--- src/rtl/myo_spi_pkg.sv ---
// Shared definitions for the myocontrol SPI bus: mode, word sizing, responder FSM states
// and the frame header layout used by both the master and the emulated motor boards.
package myo_spi_pkg;

   localparam int SPI_CPOL = 0;
   localparam int SPI_CPHA = 1;

   localparam int DEF_WORD_BITS = 16;
   localparam int DEF_MAX_WORDS = 12;

   // First word of every frame: write flag and target motor id
   localparam int HDR_WRITE_BIT    = 15;
   localparam int HDR_MOTOR_ID_MSB = 14;
   localparam int HDR_MOTOR_ID_LSB = 8;
   localparam int HDR_MOTOR_ID_W   = HDR_MOTOR_ID_MSB - HDR_MOTOR_ID_LSB + 1;

   typedef enum logic {
      ST_IDLE,
      ST_SHIFT
   } spi_state_t;

   function automatic logic hdr_is_write(input logic [DEF_WORD_BITS-1:0] hdr);
      return hdr[HDR_WRITE_BIT];
   endfunction

   function automatic logic [HDR_MOTOR_ID_W-1:0] hdr_motor_id(input logic [DEF_WORD_BITS-1:0] hdr);
      return hdr[HDR_MOTOR_ID_MSB:HDR_MOTOR_ID_LSB];
   endfunction

endpackage

--- src/rtl/spi_input_sync.sv ---
// Brings one asynchronous SPI pin into the clock domain: two metastability flops plus a
// history flop; rise/fall pulse for one cycle, three cycles after the pin moves.
module spi_input_sync #(
   parameter logic RST_VAL = 1'b0
) (
   input  logic clock,
   input  logic reset,
   input  logic din,
   output logic dout,
   output logic rise,
   output logic fall
);

   logic [2:0] sync_q;

   always_ff @(posedge clock or posedge reset) begin
      if (reset) begin
         sync_q <= {3{RST_VAL}};
      end else begin
         sync_q <= {sync_q[1:0], din};
      end
   end

   assign dout = sync_q[1];
   assign rise = sync_q[1] & ~sync_q[2];
   assign fall = ~sync_q[1] & sync_q[2];

endmodule

--- src/rtl/myo_spi_responder.sv ---
// SPI mode-1 slave emulating one myocontrol motor board: shifts multi-word frames in/out,
// reports words ~3 cycles after each sck edge; no backpressure, the master owns the pace.
module myo_spi_responder
   import myo_spi_pkg::*;
#(
   parameter int WORD_BITS = DEF_WORD_BITS,
   parameter int MAX_WORDS = DEF_MAX_WORDS,
   parameter int IDX_W     = 4
) (
   input  logic                 clock,
   input  logic                 reset,
   input  logic                 sck,
   input  logic                 ss_n,
   input  logic                 mosi,
   output logic                 miso,
   output logic                 miso_oe,
   output logic [IDX_W-1:0]     tx_index,
   input  logic [WORD_BITS-1:0] tx_word,
   output logic                 tx_load,
   output logic                 rx_valid,
   output logic [WORD_BITS-1:0] rx_data,
   output logic [IDX_W-1:0]     rx_index,
   output logic                 frame_done,
   output logic [IDX_W:0]       frame_words,
   output logic                 frame_error
);

   localparam int BIT_W      = $clog2(WORD_BITS);
   localparam int LAST_BIT_I = WORD_BITS - 1;
   localparam int MAX_IDX_I  = MAX_WORDS - 1;

   localparam logic [BIT_W-1:0] LAST_BIT = LAST_BIT_I[BIT_W-1:0];
   localparam logic [IDX_W:0]   MAX_CNT  = MAX_WORDS[IDX_W:0];
   localparam logic [IDX_W-1:0] MAX_IDX  = MAX_IDX_I[IDX_W-1:0];

   // Mode 1 launches miso on the leading (rising) edge and captures mosi on the trailing one
   localparam bit LAUNCH_ON_RISE = ((SPI_CPOL == 0) == (SPI_CPHA == 1));

   logic sck_lvl_unused, ss_lvl_unused, mosi_s;
   logic sck_rise, sck_fall, ss_rise, ss_fall;
   logic [1:0] mosi_edge_unused;
   logic launch_edge, capture_edge;

   spi_input_sync #(.RST_VAL(1'b0)) u_sck_sync (
      .clock (clock),
      .reset (reset),
      .din   (sck),
      .dout  (sck_lvl_unused),
      .rise  (sck_rise),
      .fall  (sck_fall)
   );

   spi_input_sync #(.RST_VAL(1'b1)) u_ss_sync (
      .clock (clock),
      .reset (reset),
      .din   (ss_n),
      .dout  (ss_lvl_unused),
      .rise  (ss_rise),
      .fall  (ss_fall)
   );

   spi_input_sync #(.RST_VAL(1'b0)) u_mosi_sync (
      .clock (clock),
      .reset (reset),
      .din   (mosi),
      .dout  (mosi_s),
      .rise  (mosi_edge_unused[0]),
      .fall  (mosi_edge_unused[1])
   );

   assign launch_edge  = LAUNCH_ON_RISE ? sck_rise : sck_fall;
   assign capture_edge = LAUNCH_ON_RISE ? sck_fall : sck_rise;

   function automatic logic [IDX_W-1:0] sat_idx(input logic [IDX_W:0] cnt);
      return (cnt >= MAX_CNT) ? MAX_IDX : cnt[IDX_W-1:0];
   endfunction

   spi_state_t            state_q, state_d;
   logic [WORD_BITS-1:0]  shift_tx_q, shift_tx_d;
   logic [WORD_BITS-2:0]  shift_rx_q, shift_rx_d;
   logic [WORD_BITS-1:0]  rx_word;
   logic [BIT_W-1:0]      bit_cnt_q, bit_cnt_d;
   logic [IDX_W:0]        word_cnt_q, word_cnt_d, word_inc;
   logic                  overflow_q, overflow_d;

   logic                  miso_d, miso_oe_d, tx_load_d, rx_valid_d, frame_done_d, frame_error_d;
   logic [IDX_W-1:0]      tx_index_d, rx_index_d;
   logic [WORD_BITS-1:0]  rx_data_d;
   logic [IDX_W:0]        frame_words_d;

   assign rx_word  = {shift_rx_q, mosi_s};
   assign word_inc = word_cnt_q + {{IDX_W{1'b0}}, 1'b1};

   always_comb begin
      state_d       = state_q;
      shift_tx_d    = shift_tx_q;
      shift_rx_d    = shift_rx_q;
      bit_cnt_d     = bit_cnt_q;
      word_cnt_d    = word_cnt_q;
      overflow_d    = overflow_q;
      miso_d        = miso;
      miso_oe_d     = miso_oe;
      tx_index_d    = tx_index;
      tx_load_d     = 1'b0;
      rx_valid_d    = 1'b0;
      rx_data_d     = rx_data;
      rx_index_d    = rx_index;
      frame_done_d  = 1'b0;
      frame_words_d = frame_words;
      frame_error_d = 1'b0;

      // tx_word is presented for the index published on the previous cycle
      if (tx_load) begin
         shift_tx_d = overflow_q ? '0 : tx_word;
      end else if (state_q == ST_SHIFT && launch_edge) begin
         shift_tx_d = {shift_tx_q[WORD_BITS-2:0], 1'b0};
      end

      case (state_q)
         ST_IDLE: begin
            miso_d    = 1'b0;
            miso_oe_d = 1'b0;
            if (ss_fall) begin
               state_d    = ST_SHIFT;
               bit_cnt_d  = '0;
               word_cnt_d = '0;
               overflow_d = 1'b0;
               tx_index_d = '0;
               tx_load_d  = 1'b1;
               miso_oe_d  = 1'b1;
            end
         end

         ST_SHIFT: begin
            if (launch_edge) begin
               miso_d = overflow_q ? 1'b0 : shift_tx_q[WORD_BITS-1];
            end

            if (capture_edge) begin
               shift_rx_d = rx_word[WORD_BITS-2:0];
               if (bit_cnt_q == LAST_BIT) begin
                  bit_cnt_d  = '0;
                  rx_valid_d = 1'b1;
                  rx_data_d  = rx_word;
                  rx_index_d = sat_idx(word_cnt_q);
                  word_cnt_d = (word_cnt_q >= MAX_CNT) ? MAX_CNT : word_inc;
                  tx_index_d = sat_idx(word_inc);
                  tx_load_d  = 1'b1;
                  if (word_inc >= MAX_CNT) begin
                     overflow_d = 1'b1;
                  end
               end else begin
                  bit_cnt_d = bit_cnt_q + {{(BIT_W-1){1'b0}}, 1'b1};
               end
            end

            // A word finishing on this same cycle is counted before the frame closes
            if (ss_rise) begin
               state_d       = ST_IDLE;
               miso_d        = 1'b0;
               miso_oe_d     = 1'b0;
               tx_load_d     = 1'b0;
               frame_done_d  = 1'b1;
               frame_words_d = word_cnt_d;
               frame_error_d = (bit_cnt_d != '0) | overflow_d;
            end
         end

         default: state_d = ST_IDLE;
      endcase
   end

   always_ff @(posedge clock or posedge reset) begin
      if (reset) begin
         state_q     <= ST_IDLE;
         shift_tx_q  <= '0;
         shift_rx_q  <= '0;
         bit_cnt_q   <= '0;
         word_cnt_q  <= '0;
         overflow_q  <= 1'b0;
         miso        <= 1'b0;
         miso_oe     <= 1'b0;
         tx_index    <= '0;
         tx_load     <= 1'b0;
         rx_valid    <= 1'b0;
         rx_data     <= '0;
         rx_index    <= '0;
         frame_done  <= 1'b0;
         frame_words <= '0;
         frame_error <= 1'b0;
      end else begin
         state_q     <= state_d;
         shift_tx_q  <= shift_tx_d;
         shift_rx_q  <= shift_rx_d;
         bit_cnt_q   <= bit_cnt_d;
         word_cnt_q  <= word_cnt_d;
         overflow_q  <= overflow_d;
         miso        <= miso_d;
         miso_oe     <= miso_oe_d;
         tx_index    <= tx_index_d;
         tx_load     <= tx_load_d;
         rx_valid    <= rx_valid_d;
         rx_data     <= rx_data_d;
         rx_index    <= rx_index_d;
         frame_done  <= frame_done_d;
         frame_words <= frame_words_d;
         frame_error <= frame_error_d;
      end
   end

endmodule
--- config.mk ---
export PLATFORM = sky130hd
export DESIGN_NAME = myo_spi_responder
export DESIGN_NICKNAME = d
export VERILOG_FILES = /design/src/rtl/myo_spi_pkg.sv /design/src/rtl/spi_input_sync.sv /design/src/rtl/myo_spi_responder.sv
export SDC_FILE = /design/constraint.sdc
export NUM_CORES = 1
export LEC_CHECK = 0
export BUFFER_PORTS_ARGS = -buffer_cell sky130_fd_sc_hd__buf_2
export CORE_ASPECT_RATIO = 0.7
export CORE_MARGIN = 1
export CORE_UTILIZATION = 45
export CTS_CLUSTER_DIAMETER = 40
export DETAILED_ROUTE_END_ITERATION = 7
export PLACE_DENSITY_LB_ADDON = 0.12
export SYNTH_ARGS = -nofsm -noshare
export SYNTH_HDL_FRONTEND = slang
export SYNTH_SLANG_ARGS = --single-unit
export TNS_END_PERCENT = 1
--- constraint.sdc ---
create_clock -name clock -period 3.4 [get_ports clock]
set_clock_uncertainty 0.2 [all_clocks]
set_input_delay 0 -clock clock [delete_from_list [all_inputs] [get_ports clock]]
set_output_delay 0 -clock clock [all_outputs]
set_load 0.02 [all_outputs]
# ---- Word-level counts from Yosys, hierarchy flattened
# Cells that the tools add are included.
dict set report word_totals {
  wordCells 88
  regBits 85
  output_inout_bits 35
}
dict set report op_classes {
  muxes 42
  n_eq_ne 6
  n_bitwise 10
  order_cmp 2
  addsub 2
  n_reduce_logical 7
}
# operator n
set op_table {}
lappend op_table {{$mux W16} 3}
lappend op_table {{$mux W4} 8}
lappend op_table {{$mux W5} 4}
lappend op_table {{$mux W1} 19}
lappend op_table {{$pmux W4 S2} 2}
lappend op_table {{$ge A5 B4 Y1 const B} 2}
lappend op_table {{$pmux W1 S2} 5}
lappend op_table {{$pmux W5 S2} 1}
lappend op_table {{$ne A2 B2 Y1 const B} 3}
lappend op_table {{$reduce_and A3 Y1} 2}
lappend op_table {{$add A5 B1 Y5 const B} 1}
lappend op_table {{$not A1 Y1} 5}
lappend op_table {{$add A4 B1 Y4 const B} 1}
lappend op_table {{$and A1 B1 Y1} 4}
lappend op_table {{$eq A4 B4 Y1 const B} 1}
lappend op_table {{$reduce_and A2 Y1} 2}
lappend op_table {{$reduce_bool A4 Y1} 1}
lappend op_table {{$ne A3 B3 Y1 const B} 1}
lappend op_table {{$ne A2 B1 Y1 const B} 1}
lappend op_table {{$reduce_bool A2 Y1} 1}
lappend op_table {{$logic_and A1 B1 Y1} 1}
lappend op_table {{$or A1 B1 Y1} 1}

# ---- Depth between registers and ports, before layout
# Gate-level depths: netlist (run 1).
dict set report logic_depth {
  word_depth 9
  depth_mapped 8
  depth_no_buf 7
}

# ---- Modules after synthesis
# From an unflattened synthesis (run 1), not the netlist that was laid out.
dict set report hier_totals {
  cells_unflattened 355
  area_unflattened_um2 3708.6
}
# mod cells_each seq_area_each_um2 instances area_per_inst_um2
set by_module_without_submodules {}
lappend by_module_without_submodules {myo_spi_responder 337 1926.8 1 3423.3}
lappend by_module_without_submodules {{spi_input_sync at u_mosi_sync ...} 6 75.1 2 93.8}
lappend by_module_without_submodules {{spi_input_sync at u_ss_sync} 6 78.8 1 97.6}

# ---- Least setup slack after synthesis (run 1)
# No wires, ideal clock.
dict set report synth_timing {
  path_kind {register -> register}
  start {register word_cnt_q[0]}
  end {register frame_error}
  required_time_ps 3065
  path_buffers 1
  setup_slack_ps 1541
  setup_time_ps 135
  stages_incl_launch_ff 7
  arrival_time_ps 1525
  path_cell_list {dfrtp_1 > ha_1 > buf_2 > o31ai_1 > a211oi_2 > a2111oi_2 > a21oi_1}
}
dict set report synth_between {
  elab_chain_cells 9
}
# item line_no
set synth_rtl {}
lappend synth_rtl {{start, declared} myo_spi_responder.sv:83} ;# logic [IDX_W:0] word_cnt_q, word_cnt_d, word_inc;
lappend synth_rtl {{start signal, assigned} myo_spi_responder.sv:196} ;# word_cnt_q <= word_cnt_d;
lappend synth_rtl {{$add A5 B1 Y5} myo_spi_responder.sv:92} ;# assign word_inc = word_cnt_q + {{IDX_W{1'b0}}, 1'b1};
lappend synth_rtl {{$ge A5 B4 Y1} myo_spi_responder.sv:149} ;# if (word_inc >= MAX_CNT) begin
lappend synth_rtl {{$mux W1} myo_spi_responder.sv:149}
lappend synth_rtl {{$mux W1} myo_spi_responder.sv:141} ;# if (bit_cnt_q == LAST_BIT) begin
lappend synth_rtl {{$mux W1} myo_spi_responder.sv:139} ;# if (capture_edge) begin
lappend synth_rtl {{$mux W1} myo_spi_responder.sv:119} ;# case (state_q)
lappend synth_rtl {{$or A1 B1 Y1} myo_spi_responder.sv:165} ;# frame_error_d = (bit_cnt_d != '0) | overflow_d;
lappend synth_rtl {{$mux W1} myo_spi_responder.sv:158} ;# if (ss_rise) begin
lappend synth_rtl {{$mux W1} myo_spi_responder.sv:119}
lappend synth_rtl {{via frame_error_d} myo_spi_responder.sv:86} ;# logic miso_d, miso_oe_d, tx_load_d, rx_valid_d, frame_done_d, frame_error_d;
lappend synth_rtl {{end signal, assigned} myo_spi_responder.sv:207} ;# frame_error <= frame_error_d;
lappend synth_rtl {{end, declared} myo_spi_responder.sv:25} ;# output logic frame_error
# The timed path passes the listed nets, and every way through them passes these cells. The select of a mux whose other input is x is not followed.
# A chain may end at the register's enable or synchronous reset.

# ---- Worst setup path in the final report (run 1)
dict set report layout_timing {
  start {register bit_cnt_q[1]}
  end {register word_cnt_q[2]}
}
dict set report layout_between {
  elab_chain_cells 4
}
# item line_no
set layout_rtl {}
lappend layout_rtl {{start, declared} myo_spi_responder.sv:82} ;# logic [BIT_W-1:0] bit_cnt_q, bit_cnt_d;
lappend layout_rtl {{start signal, assigned} myo_spi_responder.sv:195} ;# bit_cnt_q <= bit_cnt_d;
lappend layout_rtl {{$eq A4 B4 Y1} myo_spi_responder.sv:141}
lappend layout_rtl {{$mux W5} myo_spi_responder.sv:141}
lappend layout_rtl {{$mux W5} myo_spi_responder.sv:139}
lappend layout_rtl {{$pmux W5 S2} myo_spi_responder.sv:119}
# Every way passes these cells.

==> run summary, run 1 <==
Post-DRT Antenna Nets = 0
Async SR Flop Fraction = 100%
CTS H-tree depth = 3
slowest stage cell, crit path = dfrtp_1
total congestion overflow = 0
clk_lat worst skew = 330 ps
Worst setup SP type = flop
final WL = 7510 um
IO Port Bufs = 55
placed cell area = 3970 sq um
Buf+Inv Stages, Crit Path = 2
largest net degree at the start of global routing = 41
WP data required = 3420 ps
Area Overhead vs Synth = 25.9%
die width = 109 um
die area = 8380 sq um
Crit path arrival time = 2370 ps
reg2reg start = bit_cnt_q[1]
final-stage net count = 451
Worst Hold Class = in -> async
critical-path cell list = ha_1 > nand3_2 > nor2_4 > nand2_2 > buf_4 > inv_2 > a21oi_1 > o221a_2
RSZ-0062 raised after global routing = false
vias in the first global route = 2598
YS warnings = 0
clock buffer depth = 2
ANT cells = 0
Worst R2R Path Depth = 8
Lkg Pwr = 2.28 nW
# setup viols final = 0
fraction of layout cells with a size suffix above 1 = 25.5%
Post-synth EDFFs = 0
peak supply drop = 355 uV
sequential area share after synthesis = 59.1%
worst slack, placed = 1080 ps
Core Region = 7510 sq um
share of the clock period used by the worst path = 69.0%
Remaining DRCs = 0
Boundary Pins = 56
source of the critical timing path = bit_cnt_q[1]
normalized max-slew margin = 54.6%
Wirelength per Cell = 14.2 um
Post-Syn Area = 3610 sq um
DRT met1 WL = 3950 um
Vias = 2668
initial core utilization = 48.0%
RD Place Congestion = 0.838
Setup TNS = 0 ps
Top Metal Used = met4
footprint of the multi-input gates = 1360 sq um
DRT Pass-1 Iters = 4
worst-margin pin slew = 680 ps
gr usage total = 19.7%
max-slew violations = 0
Hold WS = 109 ps
Vias/cell = 5.03
Avg Cell Area, Syn = 10.2 sq um
Num CTS Buffers = 9
DR WL met3 = 268 um
Top FF cell, synth = dfrtp_1
max incr delay on CP = 430 ps
Register Area = 2130 sq um
Critical Path Fanout Max = 30
Synth cell types = 41
Root Buffer = clkbuf_16
RR Endpoint = word_cnt_q[2]
TritonCTS Sinks = 85
final hold violation count = 0
HPWL after DPL = 4810 um
first-pass GRT wire length = 12700 um
CTS tree = yes
status = completed
Post-CTS Resized = 0
Net Count, Synth = 377
Setup CP Type = reg -> reg
die span in y = 76.9 um
# rows = 26
DR iter-0 viols = 164
met2 WL = 3230 um
flops & latches, synth = 85
Worst Setup Slack, final = 1050 ps
Worst setup EP type = flop
Synth Instances = 353
CP delay by family, top = buffers and inverters
worst reg-to-reg setup slack = 1050 ps
Layout fillers = 625
initial antenna violation count = 0
register clock-pin slew on the reported worst setup and hold paths = 60 ps
Max Cap Viol = 0
power per standard cell area = 605 nW/um^2
Tmin final = 2350 ps
fin area = 4540 sq um
Achievable Freq = 0.426 GHz
==> what timing repair did <==
item	4_1_cts	5_1_grt
buffers inserted	0	0
hold buffers	20	0
hold endpoints to repair	57	0
==> cells by family (layout without fill, tap and decap cells) <==
| family | Yosys count | in the layout | share of synthesized area, % |
|---|---|---|---|
| buf+inv | 27 | 106 | 3.40 |
| fa+ha+maj | 3 | 3 | 1.04 |
| compound gates | 74 | 74 | 12.1 |
| mux | 18 | 18 | 5.52 |
| flops | 85 | 85 | 59.1 |
| xor+xnor | 1 | 1 | 0.243 |
| simple gates | 145 | 145 | 18.6 |
==> metal layers <==
metal	up-vias	global-route usage, %
li1	1328	-
met1	1278	28.7
met2	55	29.1
met3	7	5.02
met4	0	5.27
met5	-	0
==> worst register-to-register path, delay by kind of cell, from the launching register on <==
| family | cells | cell delay [ps] |
|---|---|---|
| buf+inv | 2 | 540 |
| flops | 1 | 430 |
| fa+ha+maj | 1 | 290 |
| simple gates | 3 | 410 |
| compound gates | 2 | 360 |
==> how the worst max path moves through the flow <==
stage / endpoint / slack, ps / cells past startpoint
6_report: word_cnt_q[2] / 1050 / 8
5_1_grt: word_cnt_q[2] / 880 / 8
4_1_cts: word_cnt_q[2] / 1070 / 8
3_5_place_dp: word_cnt_q[2] / 1080 / 8
3_3_place_gp: word_cnt_q[2] / 1190 / 8
2_1_floorplan: bit_cnt_q[0] / 1010 / 1
==> cells in the mapped netlist, types with 7 or more instances <==
cell type  count  area [sq um]
nor2_1        11          41.3
buf_2          8          40.0
clkbuf_1       7          26.3
mux2_2        15           169
nand2_1       88           330
inv_1          8          30.0
nand3_1        9          45.0
o21ai_0       32           160
a21oi_1       25           125
dfrtp_1       82          2050
nor2b_1       17           106
==> sequential cells by signal, summed over array words and instances (netlist names), 2 cells and up <==
register and flops:
frame_words 5, u_mosi_sync.sync_q 2, tx_index 4, rx_data 16, u_sck_sync.sync_q 3, bit_cnt_q 4
shift_rx_q 15, word_cnt_q 5, u_ss_sync.sync_q 3, shift_tx_q 16, rx_index 4
==> per-stage QoR <==
| step | std cells | utilization, % | power [mW] |
|---|---|---|---|
| floorplan | 353 | - | 1.46 |
| global placement | 494 | 52.8 | 1.54 |
| detailed placement | 494 | 52.8 | 1.55 |
| CTS | 530 | 60.4 | 2.77 |
| global route | 530 | 60.4 | 2.89 |
| finish | 530 | 60.4 | 2.75 |
==> power breakdown <==
| part | leakage, nW | switching (mW) | internal (mW) | total [mW] |
|---|---|---|---|---|
| clock | 0.183 | 0.387 | 0.812 | 1.20 |
| combinational | 0.973 | 0.148 | 0.161 | 0.309 |
| sequential | 1.13 | 0.0933 | 1.15 | 1.24 |
| total | 2.28 | 0.628 | 2.12 | 2.75 |
==> cell type report <==
| type | count | share of cell area [%] |
|---|---|---|
| clock buffer | 10 | 5.26 |
| clock inverter | 6 | 2.95 |
| inverter | 9 | 0.772 |
| multi-input combinational | 241 | 29.9 |
| sequential | 85 | 46.9 |
| tap | 98 | 2.70 |
| timing repair buffer | 81 | 11.5 |
==> placed cells by master, fill, tap and decap left out, drive strengths merged, types with 12 or more instances in the layout <==
cell         count
a21oi           25
buf             61
dfrtp           82
dlygate4sd3     20
mux2            15
nand2           90
nor2            12
nor2b           17
o21ai           32
Note: power is estimated with default switching activity, not from simulation.
==> inputs of run 2 (changes only) <==
Settings changed: ABC_AREA set to 1.
Clock period 3.4 ns to 2.3 ns, I/O delays scaled along.
==> run summary, run 2 <==
Post-DRT Antenna Nets = 0 (unchanged)
commonest non-fill, non-tap cell in the layout = nand2_1 (unchanged)
cell with the most instances after synthesis = nand2_1 (unchanged)
Hold WS = 72.9 ps (was 109 ps)
status = completed (unchanged)
Pint = 2.41 mW (was 2.12 mW)
Setup TNS = 0 ps (unchanged)
Async SR Flop Fraction = 100% (unchanged)
register clock-pin slew on the reported worst setup and hold paths = 90 ps (was 60 ps)
initial core utilization = 47.4% (was 48.0%)
Root Buffer = clkbuf_8 (was clkbuf_16)
Crit path arrival time = 1880 ps (was 2370 ps)
die span in y = 75.9 um (was 76.9 um)
gr usage total = 19.9% (was 19.7%)
Boundary Pins = 56 (unchanged)
Remaining DRCs = 0 (unchanged)
worst-margin pin slew = 670 ps (was 680 ps)
Seq pwr share = 53.9% (was 45.1%)
fin area = 4310 sq um (was 4540 sq um)
top flop regs = rx_data: 16 flops, shift_tx_q: 16 flops, shift_rx_q: 15 flops (unchanged)
power per standard cell area = 780 nW/um^2 (was 605 nW/um^2)
largest cells by area after synthesis = dfrtp_1, nand2_1, o21ai_0 (was dfrtp_1, nand2_1, mux2_2)
Tmin final = 1850 ps (was 2350 ps)
share of the clock period used by the worst path = 80.3% (was 69.0%)
WP data required = 2340 ps (was 3420 ps)
Max Cap Viol = 0 (unchanged)
Synth cell types = 26 (was 41)
die area = 8170 sq um (was 8380 sq um)
clk_lat worst skew = 360 ps (was 330 ps)
dpl cells = 535 (was 494)
final hold violation count = 0 (unchanged)
flops & latches, synth = 85 (unchanged)
final WL = 7160 um (was 7510 um)
combinational share of power = 13.8% (was 11.3%)
Vias/cell = 4.95 (was 5.03)
# rows = 26 (unchanged)
area leader, netlist = dfrtp_1 (unchanged)
Post-synth EDFFs = 0 (unchanged)
Worst setup SP type = flop (unchanged)
sequential area share after synthesis = 60.6% (was 59.1%)
HPWL after DPL = 4810 um (about the same)
total congestion overflow = 0 (unchanged)
largest net degree at the start of global routing = 42 (was 41)
fraction of layout cells with a size suffix above 1 = 19.9% (was 25.5%)
Wirelength per Cell = 12.5 um (was 14.2 um)
most frequent cells in the layout = nand2_1, dfrtp_1, buf_2, o21ai_0, inv_1 (was nand2_1, dfrtp_1, buf_2, o21ai_0, a21oi_1)
placed cell area = 3910 sq um (was 3970 sq um)
normalized max-slew margin = 55.2% (was 54.6%)
Overall Power = 3.36 mW (was 2.75 mW)
clock buffer depth = 2 (unchanged)
Post-Syn Area = 3510 sq um (was 3610 sq um)
Achievable Freq = 0.542 GHz (was 0.426 GHz)
max-slew violations = 0 (unchanged)
Worst Hold Class = in -> async (unchanged)
first-pass GRT wire length = 12500 um (was 12700 um)
YS warnings = 0 (unchanged)
die width = 108 um (was 109 um)
Vias = 2825 (was 2668)
DR iter-0 viols = 113 (was 164)
Synth Instances = 390 (was 353)
CTS tree = yes (unchanged)
IO Port Bufs = 55 (unchanged)
ANT cells = 0 (unchanged)
# setup viols final = 0 (unchanged)
final-stage net count = 492 (was 451)
RD Place Congestion = 0.898 (was 0.838)
Critical Path Fanout Max = 10 (was 30)
RSZ-0062 raised after global routing = false (unchanged)
Net Count, Synth = 414 (was 377)
Avg Cell Area, Syn = 9.01 sq um (was 10.2 sq um)
DRT Pass-1 Iters = 4 (unchanged)
vias in the first global route = 2636 (was 2598)
Area Overhead vs Synth = 22.6% (was 25.9%)
Yosys top cell area share = 58.4% (was 56.9%)
Setup CP Type = reg -> reg (unchanged)
Num CTS Buffers = 9 (unchanged)
Core Region = 7420 sq um (was 7510 sq um)
Top FF cell, synth = dfrtp_1 (unchanged)
CTS H-tree depth = 3 (unchanged)
Non-Filler Instances = 571 (was 530)
TritonCTS Sinks = 85 (unchanged)
synth cell count leaders = nand2_1, dfrtp_1, o21ai_0 (unchanged)
clock share of power = 32.3% (was 43.6%)
Worst setup EP type = flop (unchanged)
initial antenna violation count = 0 (unchanged)
switching power total = 957 uW (was 628 uW)
Switching Share = 28.5% (was 22.9%)
Lkg Pwr = 2.21 nW (was 2.28 nW)
peak supply drop = 287 uV (was 355 uV)
==> run 2: layout make-up <==
| type | count | area [sq um] |
|---|---|---|
| Fill cell | 661 | 3110 |
| Tap cell | 98 | 123 |
| Clock buffer | 9 | 124 |
| Timing Repair Buffer | 82 | 541 |
| Clock inverter | 7 | 77.6 |
| Multi-Input combinational cell | 244 | 1140 |
| Sequential cell | 85 | 2130 |
| Inverter | 46 | 176 |
==> run 2: metrics by stage <==
stage	util, %	worst slack (ps)
global placement	52.7	555
global route	58.1	259
CTS	58.1	471
floorplan	-	714
finish	58.1	454
detailed placement	52.7	495
==> run 2: critical path, cell delays in order (launching register included) <==
cell     delay [ps]
dfrtp_1         400
ha_1            210
nand3_1         170
nor2_2          340
nand2_1         120
o22ai_1         180
o21ai_0         110
==> run 2: power by group through the flow <==
stage | Sequential [mW] | Combinational [mW] | Clock [mW]
2_1_floorplan | 1.82 | 0.327 | 0
3_3_place_gp | 1.83 | 0.429 | 0
3_5_place_dp | 1.84 | 0.445 | 0
4_1_cts | 1.81 | 0.472 | 1.11
5_1_grt | 1.84 | 0.557 | 1.17
6_report | 1.81 | 0.465 | 1.09
==> run 2: final timing paths <==
check / startpoint / endpoint / slack, ps / cells past startpoint
worst max-delay path: bit_cnt_q[0] / word_cnt_q[3] / 450 / 6
worst min-delay path: reset / frame_words[4] / 70 / 3
worst max register to register: bit_cnt_q[0] / word_cnt_q[3] / 450 / 6
worst min register to register: u_sck_sync.sync_q[0] / u_sck_sync.sync_q[1] / 160 / 0
max in group asynchronous: reset / u_ss_sync.sync_q[2] / 1120 / 4
min in group clock: mosi / u_mosi_sync.sync_q[0] / 70 / 2
==> run 2: logic make-up after synthesis <==
| group | synth area share (%) |
|---|---|
| multiplexers | 0.320 |
| buffers and inverters | 6.98 |
| flip-flops | 60.6 |
| adder cells (fa/ha/maj) | 1.07 |
| AO/OA/AOI/OAI | 12.4 |
| AND/OR/NAND/NOR | 18.6 |
==> run 2: repair_timing <==
| action | in CTS | in global routing |
|---|---|---|
| hold buffers | 20 | 0 |
| endpoints found under the hold margin | 86 | 0 |
| gates resized for setup | 0 | 0 |
| setup buffers | 0 | 0 |
==> run 2: per-layer routing <==
layer  global-route usage [%]  up-vias  share of wire, %
li1                         -     1412                 -
met1                     29.8     1330                51
met2                     27.7       74                43
met3                     5.42        9               5.4
met4                     6.58        0               1.3
met5                        0        -                 0
==> inputs of run 3 (changes only) <==
Settings changed: ABC_AREA 1 to 0.
Clock period 2.3 ns to 1.5 ns, I/O delays scaled along.
==> run summary, run 3 (synthesis results as in run 1) <==
final-stage net count = 491 (was 492)
die width = 109 um (was 108 um)
largest net degree at the start of global routing = 86 (was 42)
peak supply drop = 843 uV (was 287 uV)
die area = 8380 sq um (was 8170 sq um)
Setup TNS = -3650 ps (was 0 ps)
Vias/cell = 5.01 (was 4.95)
max-slew violations = 0 (unchanged)
RD Place Congestion = 0.819 (was 0.898)
WP data required = 1510 ps (was 2340 ps)
placed cell area = 4330 sq um (was 3910 sq um)
clk_lat worst skew = 330 ps (was 360 ps)
Vias = 2848 (was 2825)
RSZ-0062 raised after global routing = true (was false)
power per standard cell area = 1170 nW/um^2 (was 780 nW/um^2)
CTS tree = yes (unchanged)
Lkg Pwr = 2.49 nW (was 2.21 nW)
Hold WS = 109 ps (was 72.9 ps)
Num CTS Buffers = 9 (unchanged)
Area Overhead vs Synth = 37.5% (was 22.6%)
first-pass GRT wire length = 13500 um (was 12500 um)
DR iter-0 viols = 216 (was 113)
status = complete, but fails checks (was completed)
# rows = 26 (unchanged)
Worst setup SP type = flop (unchanged)
final WL = 7940 um (was 7160 um)
Root Buffer = clkbuf_16 (was clkbuf_8)
top flop regs = rx_data: 16 flops, shift_tx_q: 16 flops, shift_rx_q: 15 flops (unchanged)
vias in the first global route = 2826 (was 2636)
Worst Setup Slack, final = -212 ps (was 454 ps)
Wirelength per Cell = 14.0 um (was 12.5 um)
RR Endpoint = frame_error (was word_cnt_q[3])
Tmin final = 1710 ps (was 1850 ps)
total congestion overflow = 0 (unchanged)
fraction of layout cells with a size suffix above 1 = 34.6% (was 19.9%)
critical-path cell list = ha_4 > o31ai_2 > a211oi_2 > a2111oi_2 > a21oi_1 (was ha_1 > nand3_1 > nor2_2 > nand2_1 > o22ai_1 > o21ai_0)
Crit path depth = 5 (was 6)
most frequent cells in the layout = nand2_1, dfrtp_1, buf_2, buf_4, o21ai_0 (was nand2_1, dfrtp_1, buf_2, o21ai_0, inv_1)
Achievable Freq = 0.584 GHz (was 0.542 GHz)
worst reg-to-reg setup slack = -210 ps (was 450 ps)
Worst R2R Path Depth = 5 (was 6)
slowest stage cell, crit path = dfrtp_1 (unchanged)
Setup CP Type = reg -> reg (unchanged)
IO Port Bufs = 55 (unchanged)
Crit path arrival time = 1720 ps (was 1880 ps)
Worst Hold Class = in -> async (unchanged)
Critical Path Fanout Max = 4 (was 10)
initial core utilization = 48.0% (was 47.4%)
Buf+Inv Stages, Crit Path = 0 (unchanged)
Non-Filler Instances = 569 (was 571)
CP delay by family, top = compound AO/OA/AOI/OAI gates (was simple AND/OR/NAND/NOR gates)
CTS H-tree depth = 3 (unchanged)
Worst setup EP type = flop (unchanged)
share of the clock period used by the worst path = 114% (was 80.3%)
gr usage total = 21.3% (was 19.9%)
register clock-pin slew on the reported worst setup and hold paths = 60 ps (was 90 ps)
dpl cells = 533 (was 535)
HPWL after DPL = 5200 um (was 4810 um)
normalized max-slew margin = 68.6% (was 55.2%)
Boundary Pins = 56 (unchanged)
final hold violation count = 0 (unchanged)
TritonCTS Sinks = 85 (unchanged)
DRT Pass-1 Iters = 4 (unchanged)
Core Region = 7510 sq um (was 7420 sq um)
worst slack, placed = -321 ps (was 495 ps)
worst-margin pin slew = 472 ps (was 670 ps)
Remaining DRCs = 0 (unchanged)
source of the critical timing path = word_cnt_q[0] (was bit_cnt_q[0])
commonest non-fill, non-tap cell in the layout = nand2_1 (unchanged)
ANT cells = 0 (unchanged)
reg2reg start = word_cnt_q[0] (was bit_cnt_q[0])
die span in y = 76.9 um (was 75.9 um)
clock buffer depth = 2 (unchanged)
fin area = 4960 sq um (was 4310 sq um)
initial antenna violation count = 0 (unchanged)
Post-DRT Antenna Nets = 0 (unchanged)
# setup viols final = 47 (was 0)
Max Cap Viol = 0 (unchanged)
max incr delay on CP = 410 ps (was 400 ps)
failing checks = setup timing
==> run 3: area by class of cell <==
type / count / area (sq um)
inverters: 9 / 42.5
clock inverters: 1 / 30.0
multi-input cells: 241 / 1460
repair buffers: 121 / 911
flip-flops and latches: 85 / 2130
well taps: 98 / 123
fillers: 597 / 2560
clock buffers: 14 / 264
==> run 3: how the worst max path moves through the flow <==
| stage | endpoint | slack [ps] |
|---|---|---|
| 2_1_floorplan | frame_error | -360 |
| 4_1_cts | overflow_q | -250 |
| 3_5_place_dp | frame_error | -320 |
| 3_3_place_gp | frame_error | -300 |
| 5_1_grt | frame_error | -330 |
| 6_report | frame_error | -210 |
==> run 3: per-layer routing <==
layer	wire (um)	GRT usage [%]	up-vias
li1	-	-	1406
met1	4080	29.6	1377
met2	3460	31.9	57
met3	300	5.53	8
met4	108	7.43	0
met5	0	0	-
==> run 3: tightest hold or removal path, cell delays in order <==
cell           delay, ps
dlygate4sd3_1        530
buf_2                130
clkinvlp_4            70
buf_12               330
==> run 3: where the power goes <==
part           leakage [nW]  switching (mW)  internal [mW]
clock network         0.143           0.819           1.37
logic                  1.23           0.393          0.446
registers              1.13           0.190           2.60
total                  2.49            1.40           4.42
==> run 3: through the flow <==
stage / total power [mW] / utilization [%]
floorplan: 3.32 / -
global placement: 3.57 / 57.6
detailed placement: 3.61 / 57.6
CTS: 5.87 / 65.1
global route: 6.12 / 66.0
finish: 5.82 / 66.0
==> run 3: repair_timing <==
| action | CTS | global route |
|---|---|---|
| hold buffers | 20 | 0 |
| resized for setup | 18 | 22 |
| setup buffers | 1 | 0 |
| endpoints found under the hold margin | 104 | 0 |
| pin swaps | 7 | 5 |
| setup endpoints to repair | 70 | 67 |
